===== src/rtl/mem_stage_lsu_if.sv =====
// -----------------------------------------------------------------------------
// mem_stage_lsu_if
// Data-memory valid/ready bus between the memory-stage LSU (master) and the
// data memory or its responder (slave).
//
// Signals:
//   dmem_req     master->slave  request valid
//   dmem_we      master->slave  1 = write
//   dmem_addr    master->slave  word-aligned byte address
//   dmem_wdata   master->slave  lane-replicated store data
//   dmem_be      master->slave  byte enables
//   dmem_gnt     slave->master  request accepted
//   dmem_rvalid  slave->master  read data valid
//   dmem_rdata   slave->master  read data
// -----------------------------------------------------------------------------
interface mem_stage_lsu_if #(
   parameter int XLEN = 32
);
   logic            dmem_req;
   logic            dmem_we;
   logic [XLEN-1:0] dmem_addr;
   logic [XLEN-1:0] dmem_wdata;
   logic [3:0]      dmem_be;
   logic            dmem_gnt;
   logic            dmem_rvalid;
   logic [XLEN-1:0] dmem_rdata;

   modport master (
      output dmem_req, dmem_we, dmem_addr, dmem_wdata, dmem_be,
      input  dmem_gnt, dmem_rvalid, dmem_rdata
   );

   modport slave (
      input  dmem_req, dmem_we, dmem_addr, dmem_wdata, dmem_be,
      output dmem_gnt, dmem_rvalid, dmem_rdata
   );
endinterface


===== src/rtl/mem_stage_lsu.sv =====
// -----------------------------------------------------------------------------
// mem_stage_lsu
// Memory-stage load/store unit. Takes the EX/MEM register outputs, runs one
// data-memory bus transaction per aligned access, formats load data for the
// MEM/WB register and stalls the pipeline while the transaction is in flight.
//
// Ports:
//   clk, rst_n       core clock, asynchronous active-low reset
//   RegWriteM        register write enable of the MEM instruction (unused)
//   ResultSrcM       2'b01 marks a load
//   MemWriteM        marks a store (wins over a load)
//   ALUResultM       effective byte address
//   WriteDataM       store data (low bits)
//   funct3M          000 B, 001 H, 010 W, 100 BU, 101 HU; others act as W
//   dmem             data-memory bus, master side
//   ReadDataM        formatted load result, held until the next load completes
//   StallM           hold the EX/MEM register and upstream stages
//   MisalignedM      one-cycle misaligned-access flag
//   BusErrM          one-cycle bus timeout flag
// -----------------------------------------------------------------------------
module mem_stage_lsu #(
   parameter int TIMEOUT = 16,
   parameter int XLEN    = 32
) (
   input  logic                   clk,
   input  logic                   rst_n,
   input  logic                   RegWriteM,
   input  logic [1:0]             ResultSrcM,
   input  logic                   MemWriteM,
   input  logic [31:0]            ALUResultM,
   input  logic [31:0]            WriteDataM,
   input  logic [2:0]             funct3M,
   mem_stage_lsu_if.master        dmem,
   output logic [31:0]            ReadDataM,
   output logic                   StallM,
   output logic                   MisalignedM,
   output logic                   BusErrM
);

   localparam int CW = (TIMEOUT > 1) ? $clog2(TIMEOUT + 1) : 1;

   typedef enum logic [1:0] {S_IDLE, S_REQ, S_WAIT, S_DONE} state_t;

   state_t          state_q, state_d;

   logic [31:0]     addr_q;
   logic            we_q;
   logic [31:0]     wdata_q;
   logic [3:0]      be_q;
   logic [1:0]      off_q;
   logic            size_b_q, size_h_q, uns_q;
   logic [CW-1:0]   cnt_q;
   logic [31:0]     rdata_q;
   logic            buserr_q;

   // RegWriteM is carried for completeness but never steers the LSU.
   logic            unused_regwrite;
   assign unused_regwrite = RegWriteM;

   // ---------------------------------------------------------------- decode
   logic            is_store, access, misaligned;
   logic [1:0]      off;
   logic            size_b, size_h, uns;
   logic [3:0]      be_fmt;
   logic [31:0]     wdata_fmt;

   assign is_store   = MemWriteM;
   assign access     = MemWriteM || (ResultSrcM == 2'b01);
   assign off        = ALUResultM[1:0];
   assign size_b     = (funct3M == 3'b000) || (funct3M == 3'b100);
   assign size_h     = (funct3M == 3'b001) || (funct3M == 3'b101);
   assign uns        = funct3M[2];
   assign misaligned = size_h ? off[0] : (!size_b && (off != 2'b00));

   always_comb begin
      be_fmt    = 4'b1111;
      wdata_fmt = WriteDataM;
      if (size_b) begin
         be_fmt    = 4'b0001 << off;
         wdata_fmt = {4{WriteDataM[7:0]}};
      end else if (size_h) begin
         be_fmt    = 4'b0011 << off;
         wdata_fmt = {2{WriteDataM[15:0]}};
      end
   end

   // ----------------------------------------------------- load formatting
   logic [31:0]     rd_shift;
   logic [31:0]     rd_fmt;

   assign rd_shift = dmem.dmem_rdata >> {off_q, 3'b000};

   always_comb begin
      rd_fmt = dmem.dmem_rdata;
      if (size_b_q) begin
         rd_fmt = uns_q ? {24'd0, rd_shift[7:0]} : {{24{rd_shift[7]}}, rd_shift[7:0]};
      end else if (size_h_q) begin
         rd_fmt = uns_q ? {16'd0, rd_shift[15:0]} : {{16{rd_shift[15]}}, rd_shift[15:0]};
      end
   end

   // --------------------------------------------------------------- timeout
   // The counter holds the number of completed cycles in the current REQ/WAIT
   // phase, so hitting TIMEOUT-1 during a cycle means this is the TIMEOUT-th
   // cycle; BusErrM is registered and shows in the following DONE cycle.
   logic            timeout_hit, timeout_evt;

   assign timeout_hit = (TIMEOUT != 0) && (int'(cnt_q) == TIMEOUT - 1);
   assign timeout_evt = timeout_hit &&
                        (((state_q == S_REQ)  && !dmem.dmem_gnt) ||
                         ((state_q == S_WAIT) && !dmem.dmem_rvalid));

   // -------------------------------------------------------- state register
   always_ff @(posedge clk or negedge rst_n) begin
      if (!rst_n) begin
         state_q <= S_IDLE;
      end else begin
         state_q <= state_d;
      end
   end

   // ------------------------------------------------------------ next state
   always_comb begin
      state_d = state_q;
      case (state_q)
         S_IDLE: if (access && !misaligned) state_d = S_REQ;
         S_REQ: begin
            // gnt wins over a timeout landing in the same cycle
            if (dmem.dmem_gnt)   state_d = we_q ? S_DONE : S_WAIT;
            else if (timeout_hit) state_d = S_DONE;
         end
         S_WAIT: if (dmem.dmem_rvalid || timeout_hit) state_d = S_DONE;
         S_DONE: state_d = S_IDLE;
         default: state_d = S_IDLE;
      endcase
   end

   // --------------------------------------------------------------- outputs
   // The combinational flags are qualified with rst_n so that a held access
   // on the inputs cannot show through while reset is asserted.
   always_comb begin
      dmem.dmem_req = (state_q == S_REQ);
      StallM        = rst_n && (((state_q == S_IDLE) && access && !misaligned) ||
                                (state_q == S_REQ) || (state_q == S_WAIT));
      MisalignedM   = rst_n && (state_q == S_IDLE) && access && misaligned;
   end

   assign dmem.dmem_we    = we_q;
   assign dmem.dmem_addr  = addr_q;
   assign dmem.dmem_wdata = wdata_q;
   assign dmem.dmem_be    = be_q;
   assign ReadDataM       = rdata_q;
   assign BusErrM         = buserr_q;

   // -------------------------------------------------------------- datapath
   always_ff @(posedge clk or negedge rst_n) begin
      if (!rst_n) begin
         addr_q   <= '0;
         we_q     <= 1'b0;
         wdata_q  <= '0;
         be_q     <= '0;
         off_q    <= '0;
         size_b_q <= 1'b0;
         size_h_q <= 1'b0;
         uns_q    <= 1'b0;
         cnt_q    <= '0;
         rdata_q  <= '0;
         buserr_q <= 1'b0;
      end else begin
         if ((state_q == S_IDLE) && access && !misaligned) begin
            addr_q   <= {ALUResultM[31:2], 2'b00};
            we_q     <= is_store;
            wdata_q  <= wdata_fmt;
            be_q     <= be_fmt;
            off_q    <= off;
            size_b_q <= size_b;
            size_h_q <= size_h;
            uns_q    <= uns;
         end

         if ((state_d != state_q) && ((state_d == S_REQ) || (state_d == S_WAIT))) begin
            cnt_q <= '0;
         end else if ((state_q == S_REQ) || (state_q == S_WAIT)) begin
            cnt_q <= cnt_q + CW'(1);
         end

         buserr_q <= timeout_evt;

         if ((state_q == S_WAIT) && dmem.dmem_rvalid) begin
            rdata_q <= rd_fmt;
         end else if (timeout_evt && !we_q) begin
            rdata_q <= '0;
         end
      end
   end

endmodule


===== src/flat_wrapper.sv =====
// flat-port wrapper written by rule: the top's interface ports become plain ports
module mem_stage_lsu_flat 
#(
   parameter int TIMEOUT = 16,
   parameter int XLEN    = 32
)
  (clk, rst_n, RegWriteM, ResultSrcM, MemWriteM, ALUResultM, WriteDataM, funct3M, ReadDataM, StallM, MisalignedM, BusErrM, dmem_dmem_req, dmem_dmem_we, dmem_dmem_addr, dmem_dmem_wdata, dmem_dmem_be, dmem_dmem_gnt, dmem_dmem_rvalid, dmem_dmem_rdata);
  mem_stage_lsu_if #(.XLEN(XLEN)) dmem_i ();
  input  logic clk;
  input  logic rst_n;
  input  logic RegWriteM;
  input  logic [1:0] ResultSrcM;
  input  logic MemWriteM;
  input  logic [31:0] ALUResultM;
  input  logic [31:0] WriteDataM;
  input  logic [2:0] funct3M;
  output logic [31:0] ReadDataM;
  output logic StallM;
  output logic MisalignedM;
  output logic BusErrM;
  output wire logic [$bits(dmem_i.dmem_req)-1:0] dmem_dmem_req;
  output wire logic [$bits(dmem_i.dmem_we)-1:0] dmem_dmem_we;
  output wire logic [$bits(dmem_i.dmem_addr)-1:0] dmem_dmem_addr;
  output wire logic [$bits(dmem_i.dmem_wdata)-1:0] dmem_dmem_wdata;
  output wire logic [$bits(dmem_i.dmem_be)-1:0] dmem_dmem_be;
  input wire logic [$bits(dmem_i.dmem_gnt)-1:0] dmem_dmem_gnt;
  input wire logic [$bits(dmem_i.dmem_rvalid)-1:0] dmem_dmem_rvalid;
  input wire logic [$bits(dmem_i.dmem_rdata)-1:0] dmem_dmem_rdata;
  assign dmem_dmem_req = dmem_i.dmem_req;
  assign dmem_dmem_we = dmem_i.dmem_we;
  assign dmem_dmem_addr = dmem_i.dmem_addr;
  assign dmem_dmem_wdata = dmem_i.dmem_wdata;
  assign dmem_dmem_be = dmem_i.dmem_be;
  assign dmem_i.dmem_gnt = dmem_dmem_gnt;
  assign dmem_i.dmem_rvalid = dmem_dmem_rvalid;
  assign dmem_i.dmem_rdata = dmem_dmem_rdata;
  mem_stage_lsu #(.TIMEOUT(TIMEOUT), .XLEN(XLEN)) u_core (.clk(clk), .rst_n(rst_n), .RegWriteM(RegWriteM), .ResultSrcM(ResultSrcM), .MemWriteM(MemWriteM), .ALUResultM(ALUResultM), .WriteDataM(WriteDataM), .funct3M(funct3M), .dmem(dmem_i), .ReadDataM(ReadDataM), .StallM(StallM), .MisalignedM(MisalignedM), .BusErrM(BusErrM));
endmodule

===== config.mk =====
export PLATFORM = sky130hd
export DESIGN_NAME = mem_stage_lsu_flat
export DESIGN_NICKNAME = d
export VERILOG_FILES = /design/src/rtl/mem_stage_lsu_if.sv /design/src/rtl/mem_stage_lsu.sv /design/src/flat_wrapper.sv
export SDC_FILE = /design/constraint.sdc
export NUM_CORES = 1
export LEC_CHECK = 0
export CAP_MARGIN = 20
export CORE_MARGIN = 1
export CORE_UTILIZATION = 26
export CTS_BUF_LIST = sky130_fd_sc_hd__clkbuf_8
export DETAILED_ROUTE_END_ITERATION = 12
export GPL_TIMING_DRIVEN = 0
export PLACE_DENSITY_LB_ADDON = 0.12
export RECOVER_POWER = 100
export SYNTH_ARGS = -nofsm -noshare
export SYNTH_HDL_FRONTEND = slang
export SYNTH_SLANG_ARGS = --single-unit
export TNS_END_PERCENT = 5

===== constraint.sdc =====
create_clock -name clk -period 4.26 [get_ports clk]
set_input_delay 0.426 -clock clk [delete_from_list [all_inputs] [get_ports clk]]
set_output_delay 0.426 -clock clk [all_outputs]
set_load 0.02 [all_outputs]

== Yosys cells after proc, flatten, opt, wreduce, memory -nomap -nowiden ==
Index checks and enable logic that the tools add are counted.
Operators by class
  $add $sub $neg: 1
  equal/unequal tests: 11
  shift operators: 3
  mux-type cells: 19
  reduce and logical (&&, ||, !) cells: 33
Operators by type and width (number)
  32-bit two-way mux: 8
  32-bit by 5-bit right shift with 16-bit output: 1
  1-bit logical AND: 14
  5-bit two-way mux: 2
  1-bit logical OR: 9
  2-bit two-way mux: 4
  4-bit two-way mux: 2
  2-bit one-hot mux with 4 select lines: 1
  2-bit by 1-bit == test with 1-bit output (second input constant): 3
  2-bit == test (second input constant): 3
  3-bit == test (second input constant): 2
  2-bit nonzero test: 3
  5-bit by 1-bit adder with 5-bit output (second input constant): 1
  5-bit == test (second input constant): 1
  1-bit logical NOT: 5
  1-bit by 2-bit left shift with 4-bit output (first input constant): 1
  2-bit by 2-bit left shift with 4-bit output (first input constant): 1
  3-bit by 1-bit == test with 1-bit output (second input constant): 1
  3-bit logical NOT: 1
  2-bit logical NOT: 1
  1-bit two-way mux: 2
  2-bit inequality test: 1
Storage, ports and cells
  register bits after elaboration: 112
  output and inout bits: 105
  word-level logic and storage cells: 79

== Longest topological paths before layout ==
  depth after elaboration: 13
  depth in mapped cells: 9
  depth with buffers taken out: 8

== Worst setup path after synthesis ==
Ideal clock, no wire load.
  path type: input to output
  start point: input port funct3M[0]
  end point: output port StallM
  arrival time: 1.791 ns
  slack: 2.043 ns
  stages: 7
  path through: buf_2 -> nand3b_1 -> o21ai_1 -> nand2b_1 -> buf_4 -> buf_2 -> a21boi_0
Between the ends
  longest elaborated chain between the ends: 10
  elaborated cells on any way between the ends: 14
  classes of those cells: 3 x eq/ne; 1 x mux; 10 x reduce/logical
RTL lines
  start: declaration: RTL line flat_wrapper.sv:16  | input logic [2:0] funct3M;
  3-bit == test / 3-bit logical NOT (equally long branches): RTL line mem_stage_lsu.sv:70  | assign size_b = (funct3M == 3'b000) || (funct3M == 3'b100);
  1-bit logical OR: RTL line mem_stage_lsu.sv:70
  1-bit logical NOT: RTL line mem_stage_lsu.sv:73  | assign misaligned = size_h ? off[0] : (!size_b && (off != 2'b00));
  1-bit logical AND: RTL line mem_stage_lsu.sv:73
  1-bit two-way mux (*): RTL line mem_stage_lsu.sv:73
  1-bit logical NOT (*): RTL line mem_stage_lsu.sv:143  | StallM = rst_n && (((state_q == S_IDLE) && access && !misaligned) ||
  1-bit logical AND (*): RTL line mem_stage_lsu.sv:143
  1-bit logical OR (*): RTL line mem_stage_lsu.sv:143
  1-bit logical OR (*): RTL line mem_stage_lsu.sv:144  | (state_q == S_REQ) || (state_q == S_WAIT));
  1-bit logical AND (*): RTL line mem_stage_lsu.sv:143
  end: declaration: RTL line flat_wrapper.sv:18  | output logic StallM;
Every way passes the cells marked *; elsewhere a longest branch is shown, timed or not.

== Worst setup path after layout ==
  start point: input port ALUResultM[0]
  end point: output port StallM
Between the ends
  longest elaborated chain between the ends: 8
RTL lines
  start: declaration: RTL line flat_wrapper.sv:14  | input logic [31:0] ALUResultM;
  2-bit nonzero test: RTL line mem_stage_lsu.sv:73
  1-bit logical AND: RTL line mem_stage_lsu.sv:73
  1-bit two-way mux (*): RTL line mem_stage_lsu.sv:73
  1-bit logical NOT (*): RTL line mem_stage_lsu.sv:143
  1-bit logical AND (*): RTL line mem_stage_lsu.sv:143
  1-bit logical OR (*): RTL line mem_stage_lsu.sv:143
  1-bit logical OR (*): RTL line mem_stage_lsu.sv:144
  1-bit logical AND (*): RTL line mem_stage_lsu.sv:143
Marks and branches as above.

==> metrics.md <==
| Metric | Value |
|---|---|
| Drt wl/cell | `17.0 µm` |
| Share of cells above drive strength 1 | `4.90%` |
| R2r setup slk | `1.73 ns` |
| Die Y | `145 µm` |
| Netlist area before placement | `5320 µm²` |
| Hold WS | `0.478 ns` |
| Period utilization | `86.1%` |
| Vias in the first global route | `4851` |
| Reg clk slew, reported paths | `0.12 ns` |
| Mapped Cells | `489` |
| Clock Skews | `0.0207 ns` |
| Final Instance Area | `7950 µm²` |
| FF-to-FF Start | `u_core.state_q[0]$_DFF_PN0_` |
| Crit-path cells | `dlygate4sd3_1, inv_1, ha_1, o21ai_0, nand2b_1, buf_4, buf_2, a21boi_0, clkdlybuf4s50_1` |
| Number of max-cap violations | `0` |
| PwrDens | `672 nW/µm²` |
| Final Total Pwr | `5.34 mW` |
| Post-CTS sizing | `0` |
| Rows | `51` |
| Final design utilization | `40.2%` |
| Clk network pwr share | `12.5%` |
| Fin. Hold Viols | `0` |
| Placement Cell Area | `7760 µm²` |
| Largest cells by area after synthesis | `dfrtp_1, mux2_1, mux2i_1` |
| Area Overhead vs Synth | `49.3%` |
| Commonest non-fill, non-tap cell in the layout | `dfrtp_1` |
| Core area | `19800 µm²` |
| Largest net degree at the start of global routing | `64` |
| Pint | `3.06 mW` |
| Ys flop type | `dfrtp_1` |
| TritonCTS Buffers | `9` |
| Pleak | `3.42 nW` |
| Worst-Margin Slew | `0.887 ns` |
| Synth area leader | `dfrtp_1` |
| DR DRC count | `0` |
| Via count | `4601` |
| Worst Setup SP | `ALUResultM[0]` |
| Grt total ovfl | `0` |
| Crit path capture type | `output pin` |
| Headroom to the max-slew limit | `40.4%` |
| Die ar. | `21000 µm²` |
| Initial Utilization | `26.9%` |
| Pre-Repair DR Iteration Count | `4` |
| Fin nets | `828` |
| RR Endpoint | `u_core.ReadDataM[23]$_DFFE_PN0P_` |
| Sequential Power Share | `35.2%` |
| Post-synth EDFFs | `0` |
| Slowest cell on crit path | `dlygate4sd3_1` |
| Die Wd | `145 µm` |
| Net Sw Power | `2.28 mW` |
| Number of clock sinks | `112` |
| CP peak stage delay | `0.64 ns` |
| Root Driver | `clkbuf_8` |
| WHS Path Cells | `2` |
| Worst r2r path cells | `6` |
| Worst-case clock buffer depth | `2` |
| FFs w/ async S/R, synth | `100%` |
| RD Place Congestion | `0.849` |
| DP Worst Slack | `0.715 ns` |
| Post-route setup slack | `0.592 ns` |
| Non-filler instance count after layout | `981` |
| Top cell type's share of synthesized area | `52.7%` |
| Setup TNS Final | `0 ns` |
| Switching portion of total power | `42.7%` |
| Max rail drop VDD | `0.300 mV` |
| Worst Path Buf+Inv | `5` |
| Worst Path Arrival | `3.24 ns` |
| Hold path startpoint | `u_core.ReadDataM[4]$_DFFE_PN0P_` |
| Status | `completed` |
| Drt total wl | `16700 µm` |
| CP top delay family | `buffers and inverters` |
| Hpwl dp | `12800 µm` |
| Final setup viols | `0` |
| CP startpoint kind | `primary input` |
| CTS tree | `built` |
| Placed cells | `963` |
| Hold Path Class | `flop to flop` |
| RSZ-0062 raised after global routing | `no` |
| Worst hold endpoint | `u_core.ReadDataM[4]$_DFFE_PN0P_` |
| Most frequent cells in the layout | `dfrtp_1, dlygate4sd3_1, clkdlybuf4s50_1` |
| Global-route wire length before repair | `27000 µm` |
| Distinct cells, synth | `42` |
| Setup CP Type | `primary input to output pin` |
| Worst endpoint required time | `3.83 ns` |
| Avg Cell Area, Syn | `10.9 µm²` |
| Tmin final | `3.67 ns` |
| Logic pwr share | `52.3%` |
| Max Transition Viols Final | `0` |
| Antenna violations before repair | `1` |
| Port Buffers | `207` |
| H-tree depth | `3` |
| Drt via density | `4.69` |
| Post-route ant nets | `0` |
| GRT Util Overall | `16.3%` |
| FF+latch count, synth | `112` |
| Fmax | `0.273 GHz` |
| Clk Latency, worst-skew pair | `0.40 ns` |
| Yosys Warn Count | `0` |
| DR iter-0 viols | `163` |
| Worst-path fanout max | `10` |
| I/O Pins | `212` |
| Post-synthesis sequential area ratio | `52.7%` |
## timing repair
| item | 4_1_cts | 5_1_grt |
|---|---|---|
| hold buffers | 1 | 0 |
| endpoints found under the hold margin | 51 | 0 |
| setup buffers | 0 | 0 |
## cells by family (layout without fill, tap and decap cells)
family,after synthesis,in the layout,share of synthesized area (%)
XOR/XNOR,3,3,0.494
other,1,3,0.0705
adder cells (fa/ha/maj),11,11,2.59
AO/OA/AOI/OAI,119,119,14.9
AND/OR/NAND/NOR,131,131,10.7
flip-flops,112,112,52.7
buffers and inverters,40,265,4.11
multiplexers,72,72,14.5
## worst max-delay path by stage
stage | endpoint | cells past startpoint
after floorplan | StallM | 7
after global placement | MisalignedM | 3
after detailed placement | StallM | 9
after CTS | StallM | 9
after global routing | StallM | 9
final | StallM | 9
## layer usage
layer	part of all wire (%)	global-route usage, %	vias to the layer above
li1	-	-	2195
met2	47	26.6	174
met1	44	20.5	2223
met4	0.93	3.79	0
met5	0	0	-
met3	8.6	6.07	9
## tightest hold or removal path: stages (launching register included)
cell	delay [ns]
dfrtp_1	0.36
nand2_1	0.05
nand2_1	0.04
## cells in the mapped netlist, types with 2 or more instances
cell type,count
dfrtp_1,112
nand2_1,71
o21ai_0,47
mux2_1,39
nor2_1,33
mux2i_1,31
a21oi_1,17
a221o_1,16
clkbuf_1,13
ha_1,11
buf_2,10
a221oi_1,8
inv_1,8
nand2b_1,8
nor2b_1,7
o221ai_1,7
a31oi_1,6
buf_6,6
a211oi_1,4
o21ai_1,4
a22o_1,3
buf_4,3
and3_1,2
mux2_2,2
nand4_1,2
nor3_1,2
xor2_1,2
## area by class of cell
cell class                 instances  area (µm²)
antenna                            1        2.50
buffer                            32         154
clock buffer                       9         124
clock inverter                     7        86.3
fill                            1963       11800
inverter                           8        30.0
multi-input combinational        338        2300
sequential                       112        2800
tap                              265         332
timing repair buffer             209        2110
## power groups by stage
stage               clock network, mW  logic (mW)  registers, mW
global placement                    0        3.00           1.90
CTS                             0.705        3.03           1.90
detailed placement                  0        3.02           1.92
global route                    0.743        3.04           1.95
finish                          0.668        2.79           1.88
floorplan                           0        1.00           2.46
## sequential cells by signal, indices dropped and copies added, names as in the netlist, 2 cells and up
name,count
u_core.state_q,2
u_core.ReadDataM,32
u_core.off_q,2
u_core.dmem.dmem_addr,30
u_core.cnt_q,5
u_core.dmem.dmem_be,4
u_core.dmem.dmem_wdata,32
(Power assumes the default switching activity.)
